**src/rtl/clint_if.sv**
```systemverilog
// Bus bundle between the core and the CLINT sequencer: interrupt lines, EX-stage
// trap events, current CSR image, the dedicated CSR write port and the fetch redirect.
interface clint_if #(
  parameter int NUM_IRQ = 4
);
  logic [NUM_IRQ-1:0] irq_i;
  logic [NUM_IRQ-1:0] irq_en_i;
  logic               ex_valid_i;
  logic [31:0]        ex_pc_i;
  logic               ecall_i;
  logic               ebreak_i;
  logic               mret_i;
  logic [31:0]        csr_mtvec_i;
  logic [31:0]        csr_mepc_i;
  logic [31:0]        csr_mstatus_i;
  logic               csr_we_o;
  logic [11:0]        csr_waddr_o;
  logic [31:0]        csr_wdata_o;
  logic               hold_flag_o;
  logic               br_taken_o;
  logic [31:0]        br_target_o;
  logic [NUM_IRQ-1:0] irq_ack_o;

  modport slave (
    input  irq_i, irq_en_i, ex_valid_i, ex_pc_i, ecall_i, ebreak_i, mret_i,
    input  csr_mtvec_i, csr_mepc_i, csr_mstatus_i,
    output csr_we_o, csr_waddr_o, csr_wdata_o, hold_flag_o, br_taken_o,
    output br_target_o, irq_ack_o
  );

  modport master (
    output irq_i, irq_en_i, ex_valid_i, ex_pc_i, ecall_i, ebreak_i, mret_i,
    output csr_mtvec_i, csr_mepc_i, csr_mstatus_i,
    input  csr_we_o, csr_waddr_o, csr_wdata_o, hold_flag_o, br_taken_o,
    input  br_target_o, irq_ack_o
  );
endinterface

```
**src/rtl/clint.sv**
```systemverilog
// Core-local interrupt/exception sequencer: accepts one trap event while idle and
// replays a fixed mepc/mcause/mstatus write sequence (or MRET restore) then redirects fetch.
module clint #(
  parameter int NUM_IRQ     = 4,
  parameter int MCAUSE_BASE = 16
) (
  input  logic    clk,
  input  logic    rst_n,
  clint_if.slave  bus
);

  typedef enum logic [2:0] {
    IDLE,
    W_MEPC,
    W_MCAUSE,
    W_MSTATUS,
    R_MSTATUS,
    JUMP
  } state_t;

  state_t             state;
  logic [NUM_IRQ-1:0] pending;
  logic [NUM_IRQ-1:0] irq_pick;
  logic               take_mret;
  logic               take_ecall;
  logic               take_ebreak;
  logic               take_irq;
  logic               accept;
  logic [31:0]        cause_new;

  logic [31:0]        cause_q;
  logic [31:0]        mstatus_q;
  logic [31:0]        mtvec_q;
  logic [31:0]        mepc_q;

  logic               csr_we;
  logic [11:0]        csr_waddr;
  logic [31:0]        csr_wdata;
  logic               br_taken;
  logic [31:0]        br_target;
  logic [NUM_IRQ-1:0] irq_ack;

  function automatic logic [NUM_IRQ-1:0] lowest_onehot(input logic [NUM_IRQ-1:0] v);
    logic [NUM_IRQ-1:0] r;
    r = '0;
    for (int i = NUM_IRQ - 1; i >= 0; i--) begin
      if (v[i]) begin
        r    = '0;
        r[i] = 1'b1;
      end
    end
    return r;
  endfunction

  function automatic logic [31:0] irq_cause(input logic [NUM_IRQ-1:0] onehot);
    logic [31:0] c;
    c = 32'h0;
    for (int i = 0; i < NUM_IRQ; i++) begin
      if (onehot[i]) c = {1'b1, 31'(MCAUSE_BASE + i)};
    end
    return c;
  endfunction

  // Trap entry: MPIE <- MIE, MIE <- 0.
  function automatic logic [31:0] entry_mstatus(input logic [31:0] ms);
    logic [31:0] r;
    r    = ms;
    r[7] = ms[3];
    r[3] = 1'b0;
    return r;
  endfunction

  // Trap return: MIE <- MPIE, MPIE <- 1.
  function automatic logic [31:0] return_mstatus(input logic [31:0] ms);
    logic [31:0] r;
    r    = ms;
    r[3] = ms[7];
    r[7] = 1'b1;
    return r;
  endfunction

  always_comb begin
    pending     = bus.irq_i & bus.irq_en_i & {NUM_IRQ{bus.csr_mstatus_i[3]}};
    irq_pick    = lowest_onehot(pending);
    take_mret   = bus.ex_valid_i & bus.mret_i;
    take_ecall  = bus.ex_valid_i & bus.ecall_i & ~bus.mret_i;
    take_ebreak = bus.ex_valid_i & bus.ebreak_i & ~bus.mret_i & ~bus.ecall_i;
    take_irq    = bus.ex_valid_i & (|pending) & ~bus.mret_i & ~bus.ecall_i & ~bus.ebreak_i;
    accept      = (state == IDLE) & (take_mret | take_ecall | take_ebreak | take_irq);
    cause_new   = take_ecall  ? 32'd11 :
                  take_ebreak ? 32'd3  : irq_cause(irq_pick);
  end

  // Hold is the only combinational output so the controller stalls in the accept cycle.
  assign bus.hold_flag_o = rst_n & (accept | (state != IDLE));

  // Snapshot stage: the sequence runs from these, never from the live inputs.
  always_ff @(posedge clk) begin
    if (accept) begin
      cause_q   <= cause_new;
      mstatus_q <= bus.csr_mstatus_i;
      mtvec_q   <= bus.csr_mtvec_i;
      mepc_q    <= bus.csr_mepc_i;
    end
  end

  // Sequencer stage: each state's outputs are registered on entry to that state.
  always_ff @(posedge clk or negedge rst_n) begin
    if (!rst_n) begin
      state     <= IDLE;
      csr_we    <= 1'b0;
      csr_waddr <= 12'h0;
      csr_wdata <= 32'h0;
      br_taken  <= 1'b0;
      br_target <= 32'h0;
      irq_ack   <= '0;
    end else begin
      csr_we    <= 1'b0;
      csr_waddr <= 12'h0;
      csr_wdata <= 32'h0;
      br_taken  <= 1'b0;
      br_target <= 32'h0;
      irq_ack   <= '0;
      case (state)
        IDLE: begin
          if (accept) begin
            csr_we <= 1'b1;
            if (take_mret) begin
              state     <= R_MSTATUS;
              csr_waddr <= 12'h300;
              csr_wdata <= return_mstatus(bus.csr_mstatus_i);
            end else begin
              state     <= W_MEPC;
              csr_waddr <= 12'h341;
              csr_wdata <= bus.ex_pc_i;
              if (take_irq) irq_ack <= irq_pick;
            end
          end
        end
        W_MEPC: begin
          state     <= W_MCAUSE;
          csr_we    <= 1'b1;
          csr_waddr <= 12'h342;
          csr_wdata <= cause_q;
        end
        W_MCAUSE: begin
          state     <= W_MSTATUS;
          csr_we    <= 1'b1;
          csr_waddr <= 12'h300;
          csr_wdata <= entry_mstatus(mstatus_q);
        end
        W_MSTATUS: begin
          state     <= JUMP;
          br_taken  <= 1'b1;
          br_target <= mtvec_q & ~32'h3;
        end
        R_MSTATUS: begin
          state     <= JUMP;
          br_taken  <= 1'b1;
          br_target <= mepc_q;
        end
        JUMP: begin
          state <= IDLE;
        end
        default: begin
          state <= IDLE;
        end
      endcase
    end
  end

  assign bus.csr_we_o    = csr_we;
  assign bus.csr_waddr_o = csr_waddr;
  assign bus.csr_wdata_o = csr_wdata;
  assign bus.br_taken_o  = br_taken;
  assign bus.br_target_o = br_target;
  assign bus.irq_ack_o   = irq_ack;

endmodule

```
**src/flat_wrapper.sv**
```systemverilog
// flat-port wrapper written by rule: the top's interface ports become plain ports
module clint_flat 
#(
  parameter int NUM_IRQ     = 4,
  parameter int MCAUSE_BASE = 16
)
  (clk, rst_n, bus_irq_i, bus_irq_en_i, bus_ex_valid_i, bus_ex_pc_i, bus_ecall_i, bus_ebreak_i, bus_mret_i, bus_csr_mtvec_i, bus_csr_mepc_i, bus_csr_mstatus_i, bus_csr_we_o, bus_csr_waddr_o, bus_csr_wdata_o, bus_hold_flag_o, bus_br_taken_o, bus_br_target_o, bus_irq_ack_o);
  clint_if #(.NUM_IRQ(NUM_IRQ)) bus_i ();
  input  logic clk;
  input  logic rst_n;
  input wire logic [$bits(bus_i.irq_i)-1:0] bus_irq_i;
  input wire logic [$bits(bus_i.irq_en_i)-1:0] bus_irq_en_i;
  input wire logic [$bits(bus_i.ex_valid_i)-1:0] bus_ex_valid_i;
  input wire logic [$bits(bus_i.ex_pc_i)-1:0] bus_ex_pc_i;
  input wire logic [$bits(bus_i.ecall_i)-1:0] bus_ecall_i;
  input wire logic [$bits(bus_i.ebreak_i)-1:0] bus_ebreak_i;
  input wire logic [$bits(bus_i.mret_i)-1:0] bus_mret_i;
  input wire logic [$bits(bus_i.csr_mtvec_i)-1:0] bus_csr_mtvec_i;
  input wire logic [$bits(bus_i.csr_mepc_i)-1:0] bus_csr_mepc_i;
  input wire logic [$bits(bus_i.csr_mstatus_i)-1:0] bus_csr_mstatus_i;
  output wire logic [$bits(bus_i.csr_we_o)-1:0] bus_csr_we_o;
  output wire logic [$bits(bus_i.csr_waddr_o)-1:0] bus_csr_waddr_o;
  output wire logic [$bits(bus_i.csr_wdata_o)-1:0] bus_csr_wdata_o;
  output wire logic [$bits(bus_i.hold_flag_o)-1:0] bus_hold_flag_o;
  output wire logic [$bits(bus_i.br_taken_o)-1:0] bus_br_taken_o;
  output wire logic [$bits(bus_i.br_target_o)-1:0] bus_br_target_o;
  output wire logic [$bits(bus_i.irq_ack_o)-1:0] bus_irq_ack_o;
  assign bus_i.irq_i = bus_irq_i;
  assign bus_i.irq_en_i = bus_irq_en_i;
  assign bus_i.ex_valid_i = bus_ex_valid_i;
  assign bus_i.ex_pc_i = bus_ex_pc_i;
  assign bus_i.ecall_i = bus_ecall_i;
  assign bus_i.ebreak_i = bus_ebreak_i;
  assign bus_i.mret_i = bus_mret_i;
  assign bus_i.csr_mtvec_i = bus_csr_mtvec_i;
  assign bus_i.csr_mepc_i = bus_csr_mepc_i;
  assign bus_i.csr_mstatus_i = bus_csr_mstatus_i;
  assign bus_csr_we_o = bus_i.csr_we_o;
  assign bus_csr_waddr_o = bus_i.csr_waddr_o;
  assign bus_csr_wdata_o = bus_i.csr_wdata_o;
  assign bus_hold_flag_o = bus_i.hold_flag_o;
  assign bus_br_taken_o = bus_i.br_taken_o;
  assign bus_br_target_o = bus_i.br_target_o;
  assign bus_irq_ack_o = bus_i.irq_ack_o;
  clint #(.NUM_IRQ(NUM_IRQ), .MCAUSE_BASE(MCAUSE_BASE)) u_core (.clk(clk), .rst_n(rst_n), .bus(bus_i));
endmodule
```
**config.mk**
```make
export PLATFORM = sky130hd
export DESIGN_NAME = clint_flat
export DESIGN_NICKNAME = d
export VERILOG_FILES = /design/src/rtl/clint_if.sv /design/src/rtl/clint.sv /design/src/flat_wrapper.sv
export SDC_FILE = /design/constraint.sdc
export NUM_CORES = 1
export LEC_CHECK = 0
export ABC_AREA = 1
export ABC_CLOCK_PERIOD_IN_PS = 3900
export CORE_AREA = 3 3 125 127
export DETAILED_ROUTE_END_ITERATION = 6
export DIE_AREA = 0 0 128 130
export HOLD_SLACK_MARGIN = 0.05
export PLACE_DENSITY = 0.79
export RECOVER_POWER = 100
export SYNTH_ARGS = -nofsm -noshare
export SYNTH_HDL_FRONTEND = slang
export SYNTH_SLANG_ARGS = --single-unit
```
**constraint.sdc**
```tcl
create_clock -name clk -period 3.9 [get_ports clk]
set_input_delay 1.17 -clock clk [delete_from_list [all_inputs] [get_ports clk]]
set_output_delay 1.17 -clock clk [all_outputs]
set_load 0.01 [all_outputs]
```
* Word-level counts from Yosys, hierarchy flattened *
Cells that the tools add are included.

cells by class
  mux-type cells = 26
  div/mod/pow operators = 0
  multipliers = 0
  $lt $le $gt $ge = 0
  shifts and indexed selects = 0
  eq/ne operators = 5
  reduce and logical (&&, ||, !) cells = 9
  $add $sub $neg = 0
  bitwise logic cells = 21

operators by type and width
  cell                  count
  $mux W32              6
  $pmux W32 S3          1
  $pmux W32 S2          1
  $mux W4               9
  $pmux W12 S3          1
  $and A1 B1 Y1         12
  $mux W12              1
  $pmux W3 S4           1
  $and A4 B4 Y4         2
  $reduce_or A4 Y1      2
  $mux W7               1
  $eq A3 B2 Y1 const B  2
  $mux W3               2
  $reduce_or A2 Y1      3
  $reduce_or A5 Y1      1
  $or A1 B1 Y1          4
  $eq A3 B1 Y1 const B  1
  $eq A3 B3 Y1 const B  1
  $logic_not A3 Y1      1
  $not A1 Y1            3
  $reduce_bool A3 Y1    1
  $reduce_or A3 Y1      1
  $mux W1               2
  $ne A2 B1 Y1 const B  1
  $pmux W1 S2           1

word-level totals
  memories kept = 0
  logic and storage cells = 76
  memory bits (read-only) = 0
  register bits after elaboration = 213
  output and inout bits = 83
  input bits = 142
  latch bits = 0
  bits in writable memories = 0

* Longest topological paths before layout *
Gate-level depths: netlist of the first run.

  depth in word-level cells = 11
  mapped depth = 9
  gate-level depth less buffers = 8

* Least setup slack after synthesis of the first run *
No wires, ideal clock.

  kind = input -> register
  start = input port bus_ecall_i
  end = register u_core.cause_q[0], enable pin
  buffers on the path = 0
  arrival = 3,615 ps
  required time = 3,449 ps
  slack = -166 ps
  cell stages on the path = 7
  library setup time = 451 ps
  path through = nor2_1 -> inv_1 -> nor2_2 -> o21ai_2 -> nand2_4 -> nand2_1 -> inv_1

on the way
  word-level cells in the longest chain between the ends = 6
  elaborated cells on any way between the ends = 10
  classes of those cells = bitwise (10)

RTL lines
  item                        RTL line            source
  start: declaration          flat_wrapper.sv:15  input wire logic [$bits(bus_i.ecall_i)-1:0] bus_ecall_i;
  $and A1 B1 Y1 (2 in a row)  clint.sv:86         take_ecall = bus.ex_valid_i & bus.ecall_i & ~bus.mret_i;
  $or A1 B1 Y1 (2 in a row)   clint.sv:89         accept = (state == IDLE) & (take_mret | take_ecall | take_ebreak | take_irq);
  $or A1 B1 Y1 *              clint.sv:89
  $and A1 B1 Y1 *             clint.sv:89
  net u_core.accept           clint.sv:28         logic accept;
  end signal: assignment      clint.sv:100        cause_q <= cause_new;
  end: declaration            clint.sv:31         logic [31:0] cause_q;

Mark *: on every way through the listed nets, which the timed path passes. The rest lies on a longest branch.
A chain may end at the register's enable or synchronous reset.

* Worst setup path after layout of the first run *
  start = input port bus_ecall_i
  end = output port bus_hold_flag_o

on the way
  word-level cells in the longest chain between the ends = 8
  elaborated cells on any way between the ends = 12
  classes of those cells = bitwise (12)

RTL lines
  item                        RTL line            source
  $and A1 B1 Y1 (2 in a row)  clint.sv:86
  $or A1 B1 Y1 (2 in a row)   clint.sv:89
  $or A1 B1 Y1 *              clint.sv:89
  $and A1 B1 Y1 *             clint.sv:89
  $or A1 B1 Y1 *              clint.sv:95         assign bus.hold_flag_o = rst_n & (accept | (state != IDLE));
  $and A1 B1 Y1 *             clint.sv:95
  end: declaration            flat_wrapper.sv:24  output wire logic [$bits(bus_i.hold_flag_o)-1:0] bus_hold_flag_o;

Every way passes the cells marked *; elsewhere a longest branch is shown, timed or not.

==> results of run 1 <==
-- stage by stage --
stage | hold slack (ns) | instances | utilization [%] | cell area, um2
finish | 0.447 | 932 | 64.7 | 9410
global route | 0.462 | 931 | 64.7 | 9400
CTS | 0.448 | 930 | 65.1 | 9460
detailed placement | 0.434 | 898 | 61.1 | 8880
global placement | 0.429 | 898 | 61.1 | 8880
floorplan | 0.426 | 515 | - | 6590
-- state kept, by name (all words and copies together), names as in the netlist, 3 cells and up --
| signal | cells |
|---|---|
| u_core.bus.irq_ack_o | 4 |
| u_core.bus.br_target_o | 32 |
| u_core.bus.csr_waddr_o | 4 |
| u_core.state | 3 |
| u_core.mepc_q | 32 |
| u_core.cause_q | 4 |
| u_core.bus.csr_wdata_o | 32 |
| u_core.mstatus_q | 31 |
| u_core.mtvec_q | 30 |
-- path summary, 6_finish.rpt --
check                                     start                    endpoint  slack [ns]  depth (start not counted)
hold / removal             u_core.mstatus_q[26]  u_core.bus.csr_wdata_o[26]        0.45                          2
min in group asynchronous                 rst_n  u_core.bus.br_target_o[10]        1.57                          2
max in group asynchronous                 rst_n  u_core.bus.csr_wdata_o[21]        0.67                          3
setup / recovery                    bus_ecall_i             bus_hold_flag_o        0.26                          9
hold reg to reg            u_core.mstatus_q[26]  u_core.bus.csr_wdata_o[26]        0.45                          2
setup reg to reg                u_core.state[1]         u_core.mstatus_q[6]        0.88                          7
-- kinds of logic (layout without fill, tap and decap cells) --
group | count (synthesis) | after routing | synth area share [%]
flip-flops | 173 | 173 | 73.4
other | 1 | 9 | 0.0571
buffers and inverters | 58 | 289 | 5.07
AO/OA/AOI/OAI | 36 | 36 | 5.19
AND/OR/NAND/NOR | 241 | 241 | 16.3
-- per-layer routing --
layer	global-route usage [%]	vias up	wire [um]	share of wire, %
li1	-	2181	-	-
met1	25.2	2238	6580	40
met2	33.5	163	8460	52
met3	4.71	17	925	5.7
met4	7.30	0	279	1.7
met5	0	-	0	0
-- power breakdown --
group	total [mW]	internal [mW]	switching [mW]
sequential	2.55	2.42	0.127
combinational	1.54	0.639	0.899
clock	1.62	0.936	0.682
-- worst register-to-register path, stage by stage (launching register included) --
cell,delay [ns]
dfrtp_1,0.36
inv_1,0.14
nand2_1,0.17
nor2_4,0.14
buf_4,0.44
nand2_1,0.20
clkinvlp_4,0.10
clkbuf_4,1.03
-- area by class of cell --
cell class	instances	area, um2
clock buffer	23	510
clock inverter	9	71.3
multi-input combinational	284	1430
timing repair buffer	234	2260
fill	1100	5130
inverter	23	90.1
sequential	173	4810
tap	184	230
antenna	2	5.00
-- synthesized netlist by cell type, drive strengths merged --
| master | n | share of area, % |
|---|---|---|
| nand2 | 178 | 11 |
| edfxtp | 97 | 44 |
| dfrtp | 76 | 29 |
| nand3 | 41 | 4.0 |
| buf | 31 | 3.5 |
| a32o | 30 | 4.6 |
| inv | 23 | 1.3 |
| nor2 | 16 | 1.2 |
| o21ai | 5 | 0.50 |
| clkbuf | 4 | 0.23 |
| nand4 | 2 | 0.19 |
| or2 | 2 | 0.19 |
| conb | 1 | 0.057 |
| nand3b | 1 | 0.11 |
| nor3b | 1 | 0.11 |
| o211ai | 1 | 0.11 |
==> results.json, run 1 <==
{
  "hold_class": "reg -> reg",
  "violations": "max-capacitance violations, max-slew violations",
  "worst_setup_path_start_kind": "input pin",
  "ys_seq_area_share_pct": 73.4,
  "fmax_ghz": 0.275,
  "maxCapViolCount": 4,
  "place.gp.congestion": 0.784,
  "first_pass_iters": 4,
  "worstPathRequired_ns": 2.73,
  "cts_root_buf": "clkbuf_16",
  "crit_family": "buffers and inverters",
  "std_cell_rows": 44,
  "synthToLayoutAreaGrowth_pct": 43.3,
  "leakage_nw": 4.17,
  "die_area_mm2": 0.0166,
  "period_needed_ns": 3.64,
  "cts_tree": "done",
  "grt_first_pass_wirelength_um": 25100,
  "finalSetupTns_ns": 0,
  "nets": 875,
  "crit_buf_inv": 4,
  "setup_violations": 0,
  "rsz0062_at_grt": "no",
  "numCtsBuffers": 17,
  "post_cts_buffers": 0,
  "start_util_pct": 45.2,
  "grt-ovfl-total": 0,
  "clock_sinks": 173,
  "crit_top_cell": "inv_1",
  "ys_seq_elements": 173,
  "layout_commonest_cell": "nand2_1",
  "drc_errors": 0,
  "ant_nets": 0,
  "powerDensity_mw_per_mm2": 607,
  "slew_viol_final": 135,
  "slowest_delay_ns": 0.42,
  "clkLatencyLatePin_ns": 0.42,
  "synth.distinct_cells": 27,
  "critPathKind": "in -> out",
  "cp_cell_sequence": "clkdlybuf4s50_1 -> nor2_1 -> inv_1 -> nor2_2 -> o21ai_2 -> nand3_1 -> nand2_1 -> inv_1 -> dlygate4sd2_1",
  "clk_pin_slew_ns": 0.06,
  "cp_data_arrival_time_ns": 2.47,
  "slowest_stage": "clkdlybuf4s50_1",
  "synth_cells": 509,
  "die_h_um": 130,
  "ctsHoldBuffers": 0,
  "drtIter0Drc": 272,
  "finalClockSkew_ns": 0.0125,
  "cp_max_fo": 2,
  "die_x_um": 128,
  "p_total_mw": 5.71,
  "wl_per_cell_um": 17.4,
  "wirelength_um": 16200,
  "slew_headroom_pct": -33.0,
  "io_pins": 225,
  "dp_hpwl_um": 11000,
  "viasPerCell": 4.93,
  "core-area_mm2": 0.0145,
  "tightest_slew_ns": 2.00,
  "grt_pass1_vias": 4809,
  "syn_area_per_cell_um2": 12.9,
  "netlist_area_mm2": 0.00656,
  "final_layout_size_suffix_gt1_share_pct": 8.98,
  "ctsResizeCount": 2,
  "status": "complete, but fails checks",
  "grt_max_degree": 98,
  "io_buffers": 215,
  "antenna_found_initial": 1,
  "hold_viol": 0,
  "setup_ws_ns": 0.259,
  "vias": 4599,
  "grt_use_total_pct": 19.9,
  "fin_crit_sh_pct": 93.4,
  "htree_levels": 4,
  "peakVddDrop_uv": 351,
  "yosys_warnings": 0,
  "place_ws_ns": -0.0385,
  "cts_buffer_depth": 2,
  "endpoint_kind": "output pin",
  "final_cell_mix": "nand2_1, dlygate4sd3_1, edfxtp_1, dfrtp_1, clkdlybuf4s50_1"
}
Power figures use the tool's default switching activity.
==> run 2, diff against run 1 <==
ABC_AREA = default   (was 1)
CORE_AREA = 3 3 123 125   (was 3 3 125 127)
CTS_BUF_LIST = sky130_fd_sc_hd__clkbuf_4 sky130_fd_sc_hd__clkbuf_8 sky130_fd_sc_hd__clkbuf_16   (was default)
DIE_AREA = 0 0 126 128   (was 0 0 128 130)
==> run 2 against run 1 <==
Net effect: the flow still finishes with violations (max-capacitance violations, max-slew violations); power fell by 0.97%; sequential share of layout area increased by 1.6 points; combinational power decreased by 11%; clock-buffer cell count is 5 lower; critical path depth shrank 4; sequential power rose by 2%; global-route usage is 1.2 points lower; critical path type unchanged; critical endpoint unchanged.
==> results.json, run 2 <==
{
  "io_pins": 225,
  "synth_top_cells_by_area": "edfxtp_1, dfrtp_1, mux2i_1, a22o_1, o21ai_2",
  "numPlacedInstances": 768,
  "final_layout_size_suffix_gt1_share_pct": 10.0,
  "async_flop_share_pct": 43.9,
  "clk_pin_slew_ns": 0.06,
  "diodes": 0,
  "numCtsBuffers": 17,
  "tightest_slew_ns": 1.94,
  "start_util_pct": 45.1,
  "antenna_found_initial": 0,
  "vias": 4031,
  "htree_levels": 4,
  "multi_input_area_mm2": 0.00123,
  "fmax_ghz": 0.263,
  "cts_buffer_depth": 2,
  "grt-ovfl-total": 0,
  "wirelength_um": 14700,
  "core-area_mm2": 0.0140,
  "netlist_area_mm2": 0.00631,
  "fin_crit_sh_pct": 97.6,
  "std_cell_rows": 43,
  "ys_seq_area_share_pct": 76.3,
  "ctsHoldBuffers": 0,
  "worstPathRequired_ns": 2.73,
  "post_cts_buffers": 0,
  "yosysTopAreaCellShare_pct": 46.2,
  "finalClockSkew_ns": 0.00674,
  "seqCellArea_mm2": 0.00481,
  "grt_max_degree": 56,
  "p_total_mw": 5.65,
  "grt_first_pass_wirelength_um": 22900,
  "hold_class": "reg -> reg",
  "maxCapViolCount": 2,
  "synth_edf_count": 97,
  "leakage_nw": 3.91,
  "cp_max_fo": 2,
  "setup_violations": 0,
  "worst_setup_path_start_kind": "input pin",
  "status": "complete, but fails checks",
  "first_pass_iters": 4,
  "synthToLayoutAreaGrowth_pct": 44.6,
  "violations": "max-capacitance violations, max-slew violations",
  "grt_pass1_vias": 4386,
  "synth.distinct_cells": 39,
  "ant_nets": 0,
  "cp_data_arrival_time_ns": 2.64,
  "nets": 749,
  "die_x_um": 126,
  "endpoint_kind": "output pin",
  "hold_viol": 0,
  "drtIter0Drc": 221,
  "ys_seq_elements": 173,
  "grt_use_total_pct": 18.7,
  "period_needed_ns": 3.81,
  "cts_tree": "done",
  "slew_viol_final": 70,
  "io_buffers": 215,
  "viasPerCell": 5.04,
  "powerDensity_mw_per_mm2": 619,
  "wl_per_cell_um": 18.4,
  "syn_area_per_cell_um2": 16.8,
  "place.gp.congestion": 0.763,
  "clkLatencyLatePin_ns": 0.41,
  "die_area_mm2": 0.0161,
  "cts_root_buf": "clkbuf_16",
  "yosys_warnings": 0,
  "dp_hpwl_um": 10400,
  "synth_cells": 375,
  "netlist.top_cell.by_area": "edfxtp_1",
  "r2r_cells": 5,
  "peakVddDrop_uv": 366,
  "fin_cells": 800,
  "synth_commonest_cells": "edfxtp_1, dfrtp_1, nand2_1, mux2i_1, a22o_1",
  "clock_sinks": 173,
  "critPathKind": "in -> out",
  "die_h_um": 128,
  "final_cell_mix": "dlygate4sd3_1, edfxtp_1, dfrtp_1, clkdlybuf4s50_1, nand2_1",
  "min_path_cells": 2,
  "slew_headroom_pct": -29.2,
  "drc_errors": 0,
  "rsz0062_at_grt": "no",
  "layout_commonest_cell": "dlygate4sd3_1",
  "nFillCells": 1037,
  "synth_most_common_cell": "edfxtp_1",
  "synthFlopType": "edfxtp_1"
}
==> run 2: changes by cell type after synthesis, moves of 11 or more <==
cell / change
nand3_1: -27
mux2i_1: +31
inv_1: -18
nand2_1: -138
a32o_1: -30
a22o_1: +30
nand3_2: -11
o21ai_2: +27
==> run 2: power by group <==
group	switching [mW]	internal, mW	total (mW)
clock	0.674	1.02	1.69
combinational	0.719	0.649	1.37
sequential	0.150	2.44	2.59
==> run 2: cells by family after synthesis <==
group	Yosys count	share of synthesized area [%]
multiplexers	31	4.92
flip-flops	173	76.3
AND/OR/NAND/NOR	63	5.11
other	1	0.0594
AO/OA/AOI/OAI	79	10.5
buffers and inverters	28	3.07
==> run 2: layer usage <==
metal,vias up,share of wire (%),GRT usage (%),wire length [um]
met5,-,0,0,0
met1,1979,38,22.1,5540
li1,1840,-,-,-
met2,191,51,31.0,7530
met3,21,9.2,7.63,1350
met4,0,1.8,6.75,267
==> run 2: path summary, 6_finish.rpt <==
kind                                                    to                 start  slack [ns]
worst max-delay path                       bus_hold_flag_o            bus_mret_i        0.09
worst min-delay path            u_core.bus.csr_wdata_o[28]  u_core.mstatus_q[28]        0.45
worst max register to register          u_core.mtvec_q[10]       u_core.state[1]        1.24
worst min register to register  u_core.bus.csr_wdata_o[28]  u_core.mstatus_q[28]        0.45
max in group asynchronous        u_core.bus.csr_wdata_o[9]                 rst_n        0.78
min in group asynchronous        u_core.bus.csr_wdata_o[7]                 rst_n        1.51
==> run 2: area by class of cell <==
cell class	count	share of cell area, %
clock buffers	18	4.74
clock inverters	14	1.85
inverters	3	0.164
multi-input cells	180	13.5
flip-flops and latches	173	52.7
well taps	180	2.47
repair buffers	232	24.6
==> run 2: through the flow <==
step	utilization (%)	cell area (um2)	setup WS [ns]	hold slack [ns]	setup TNS [ns]
3_5_place_dp	61.9	8670	-0.115	0.436	-0.115
4_1_cts	66.2	9270	0.109	0.450	0
5_1_grt	65.3	9130	0.0393	0.473	0
2_1_floorplan	-	6340	0.131	0.426	0
3_3_place_gp	61.9	8670	-0.123	0.429	-0.123
6_report	65.3	9130	0.0941	0.448	0
==> run 2: critical path: stages <==
cell and delay (ns):
clkdlybuf4s50_1 0.44, or3_1 0.41, o21ai_0 0.18, a21boi_0 0.11
dlygate4sd2_1 0.33
==> run 2: what timing repair did <==
item	in CTS	in global routing
resized for setup	1	0
endpoints found under the setup margin	1	0
endpoints found under the hold margin	0	0
==> run 3, diff against run 2 <==
ABC_CLOCK_PERIOD_IN_PS = 4500   (was 3900)
CORE_AREA = 3 3 119 121   (was 3 3 123 125)
DIE_AREA = 0 0 122 124   (was 0 0 126 128)
PLACE_DENSITY = 0.84   (was 0.79)
clock period = 4.5 ns   (was 3.9 ns; I/O delays follow)
==> run 3 against run 2 <==
Net effect: the run still ends with max-capacitance violations, max-slew violations left; routed wire length is 1.8% lower; highest routed layer unchanged; worst hold slack better by 0.0016 ns; critical path depth grew 1; power shrank 13%; first-iteration DRC count shrank 3.6%; sequential share of layout area rose by 0.37 points; setup slack improved by 0.046 ns; largest cell class unchanged.
==> results.json, run 3 (same netlist as run 2, synthesis figures left out) <==
{
  "status": "complete, but fails checks",
  "violations": "max-capacitance violations, max-slew violations",
  "final_cell_mix": "dlygate4sd3_1, edfxtp_1, dfrtp_1, clkdlybuf4s50_1, nand2_1",
  "drc_errors": 0,
  "seqCellArea_mm2": 0.00481,
  "worst_setup_path_start_kind": "input pin",
  "hold_path_end": "u_core.bus.csr_wdata_o[14]",
  "rsz0062_at_grt": "no",
  "die_area_mm2": 0.0151,
  "wirelength_um": 14400,
  "p_total_mw": 4.91,
  "crit_family": "buffers and inverters",
  "p_switching_mw": 1.36,
  "nFillCells": 918,
  "peakVddDrop_uv": 316,
  "numCtsBuffers": 17,
  "crit_buf_inv": 2,
  "finalClockSkew_ns": 0.00807,
  "slowest_delay_ns": 0.50,
  "hold_class": "reg -> reg",
  "slew_viol_final": 130,
  "grt_max_degree": 98,
  "p_int_mw": 3.55,
  "crit_top_cell": "clkdlybuf4s50_1",
  "cts_root_buf": "clkbuf_16",
  "ant_nets": 0,
  "clk_pin_slew_ns": 0.07,
  "cp_max_fo": 2,
  "fin_cells": 786,
  "htree_levels": 4,
  "numPlacedInstances": 754,
  "period_needed_ns": 4.36,
  "fin_crit_sh_pct": 96.9,
  "io_buffers": 215,
  "cts_tree": "done",
  "die_x_um": 122,
  "ctsResizeCount": 0,
  "layout_commonest_cell": "dlygate4sd3_1",
  "sequentialPowerShare_pct": 45.9,
  "endpoint_kind": "output pin",
  "grt-ovfl-total": 0,
  "place.gp.congestion": 0.781,
  "r2r_cells": 4,
  "io_pins": 225,
  "tightest_slew_ns": 2.09,
  "final_layout_size_suffix_gt1_share_pct": 8.20,
  "finalSetupTns_ns": 0,
  "maxCapViolCount": 2,
  "grt_first_pass_wirelength_um": 21900,
  "hp-start": "u_core.mstatus_q[14]",
  "p_comb_share_pct": 23.5,
  "clkLatencyLatePin_ns": 0.42,
  "die_h_um": 124,
  "placed_cell_area_mm2": 0.00858,
  "vias": 3934,
  "slowest_stage": "clkdlybuf4s50_1",
  "powerDensity_mw_per_mm2": 542,
  "setup_violations": 0,
  "grt_pass1_vias": 4210,
  "finalInstanceArea_mm2": 0.00906,
  "cts_buffer_depth": 2,
  "start_util_pct": 47.8,
  "clock_sinks": 173,
  "post_cts_buffers": 0,
  "synthToLayoutAreaGrowth_pct": 43.6,
  "swShare_pct": 27.7,
  "leakage_nw": 3.87,
  "nets": 739,
  "std_cell_rows": 42,
  "min_path_cells": 2,
  "cp_cell_sequence": "clkdlybuf4s50_1 -> a22oi_1 -> a31oi_2 -> o21ai_0 -> a21boi_1 -> clkdlybuf4s50_1",
  "critPathKind": "in -> out",
  "core-area_mm2": 0.0132,
  "dp_hpwl_um": 10100,
  "clock_power_share_pct": 30.6,
  "reg2reg_to": "u_core.mtvec_q[29]",
  "first_pass_iters": 4,
  "setup_ws_ns": 0.140,
  "r2r_start": "u_core.state[1]",
  "place_ws_ns": 0.0967,
  "slew_headroom_pct": -39.2,
  "fmax_ghz": 0.229,
  "antenna_found_initial": 0,
  "wl_per_cell_um": 18.3,
  "cp_data_arrival_time_ns": 3.01,
  "viasPerCell": 5.01,
  "r2r_setup_slack_ns": 1.41,
  "drtIter0Drc": 213,
  "multi_input_area_mm2": 0.00122,
  "worstPathRequired_ns": 3.15,
  "hold_viol": 0,
  "ctsHoldBuffers": 0,
  "grt_use_total_pct": 19.5,
  "diodes": 0
}
==> run 3: cell count changes in the layout (fill, tap and decap cells not counted), sizes merged <==
cell and delta:
clkinv -6, clkdlybuf4s50 +1, dlygate4sd2 -1, clkbuf -5, bufinv -1, buf -4
inv +6
==> run 3: power groups by stage <==
stage / clock, mW / combinational (mW) / sequential, mW
2_1_floorplan: 0 / 0.540 / 2.38
3_3_place_gp: 0 / 1.31 / 2.27
3_5_place_dp: 0 / 1.34 / 2.29
4_1_cts: 1.53 / 1.35 / 2.27
5_1_grt: 1.60 / 1.26 / 2.29
6_report: 1.50 / 1.15 / 2.25
==> run 3: worst max-delay path by stage <==
stage | cells past startpoint | startpoint | slack [ns] | to
detailed placement | 6 | bus_irq_en_i[0] | 0.1 | bus_hold_flag_o
global route | 6 | bus_irq_i[2] | 0.03 | bus_hold_flag_o
CTS | 6 | bus_irq_en_i[0] | 0.08 | bus_hold_flag_o
finish | 6 | bus_irq_i[2] | 0.14 | bus_hold_flag_o
global placement | 6 | bus_irq_i[0] | 0.18 | bus_hold_flag_o
floorplan | 5 | bus_irq_i[0] | 0.12 | u_core.cause_q[0]
==> run 3: stage by stage <==
stage,utilization (%),hold WS (ns)
3_3_place_gp,65.1,0.429
5_1_grt,68.7,0.467
2_1_floorplan,-,0.426
3_5_place_dp,65.1,0.433
6_report,68.7,0.449
4_1_cts,69.7,0.451
==> run 3: routing by layer <==
layer / track usage [%] / wire [um] / up-vias
met5: 0 / 0 / -
met4: 8.40 / 355 / 0
met3: 6.81 / 1280 / 26
met2: 32.2 / 7100 / 185
met1: 23.4 / 5690 / 1901
li1: - / - / 1822
==> run 3: final cells by class <==
cell class / instances / share of cell area, %
clock buffers: 19 / 5.12
clock inverters: 13 / 1.66
inverters: 3 / 0.124
multi-input cells: 180 / 13.5
flip-flops and latches: 173 / 53.1
well taps: 176 / 2.43
repair buffers: 222 / 24.1
==> run 3: worst reg2reg max path, stage by stage, from the launching register on <==
cell     delay, ns
dfrtp_1       0.47
nor3_2        0.31
and2_4        0.20
o21ai_0       0.12
inv_2         1.41
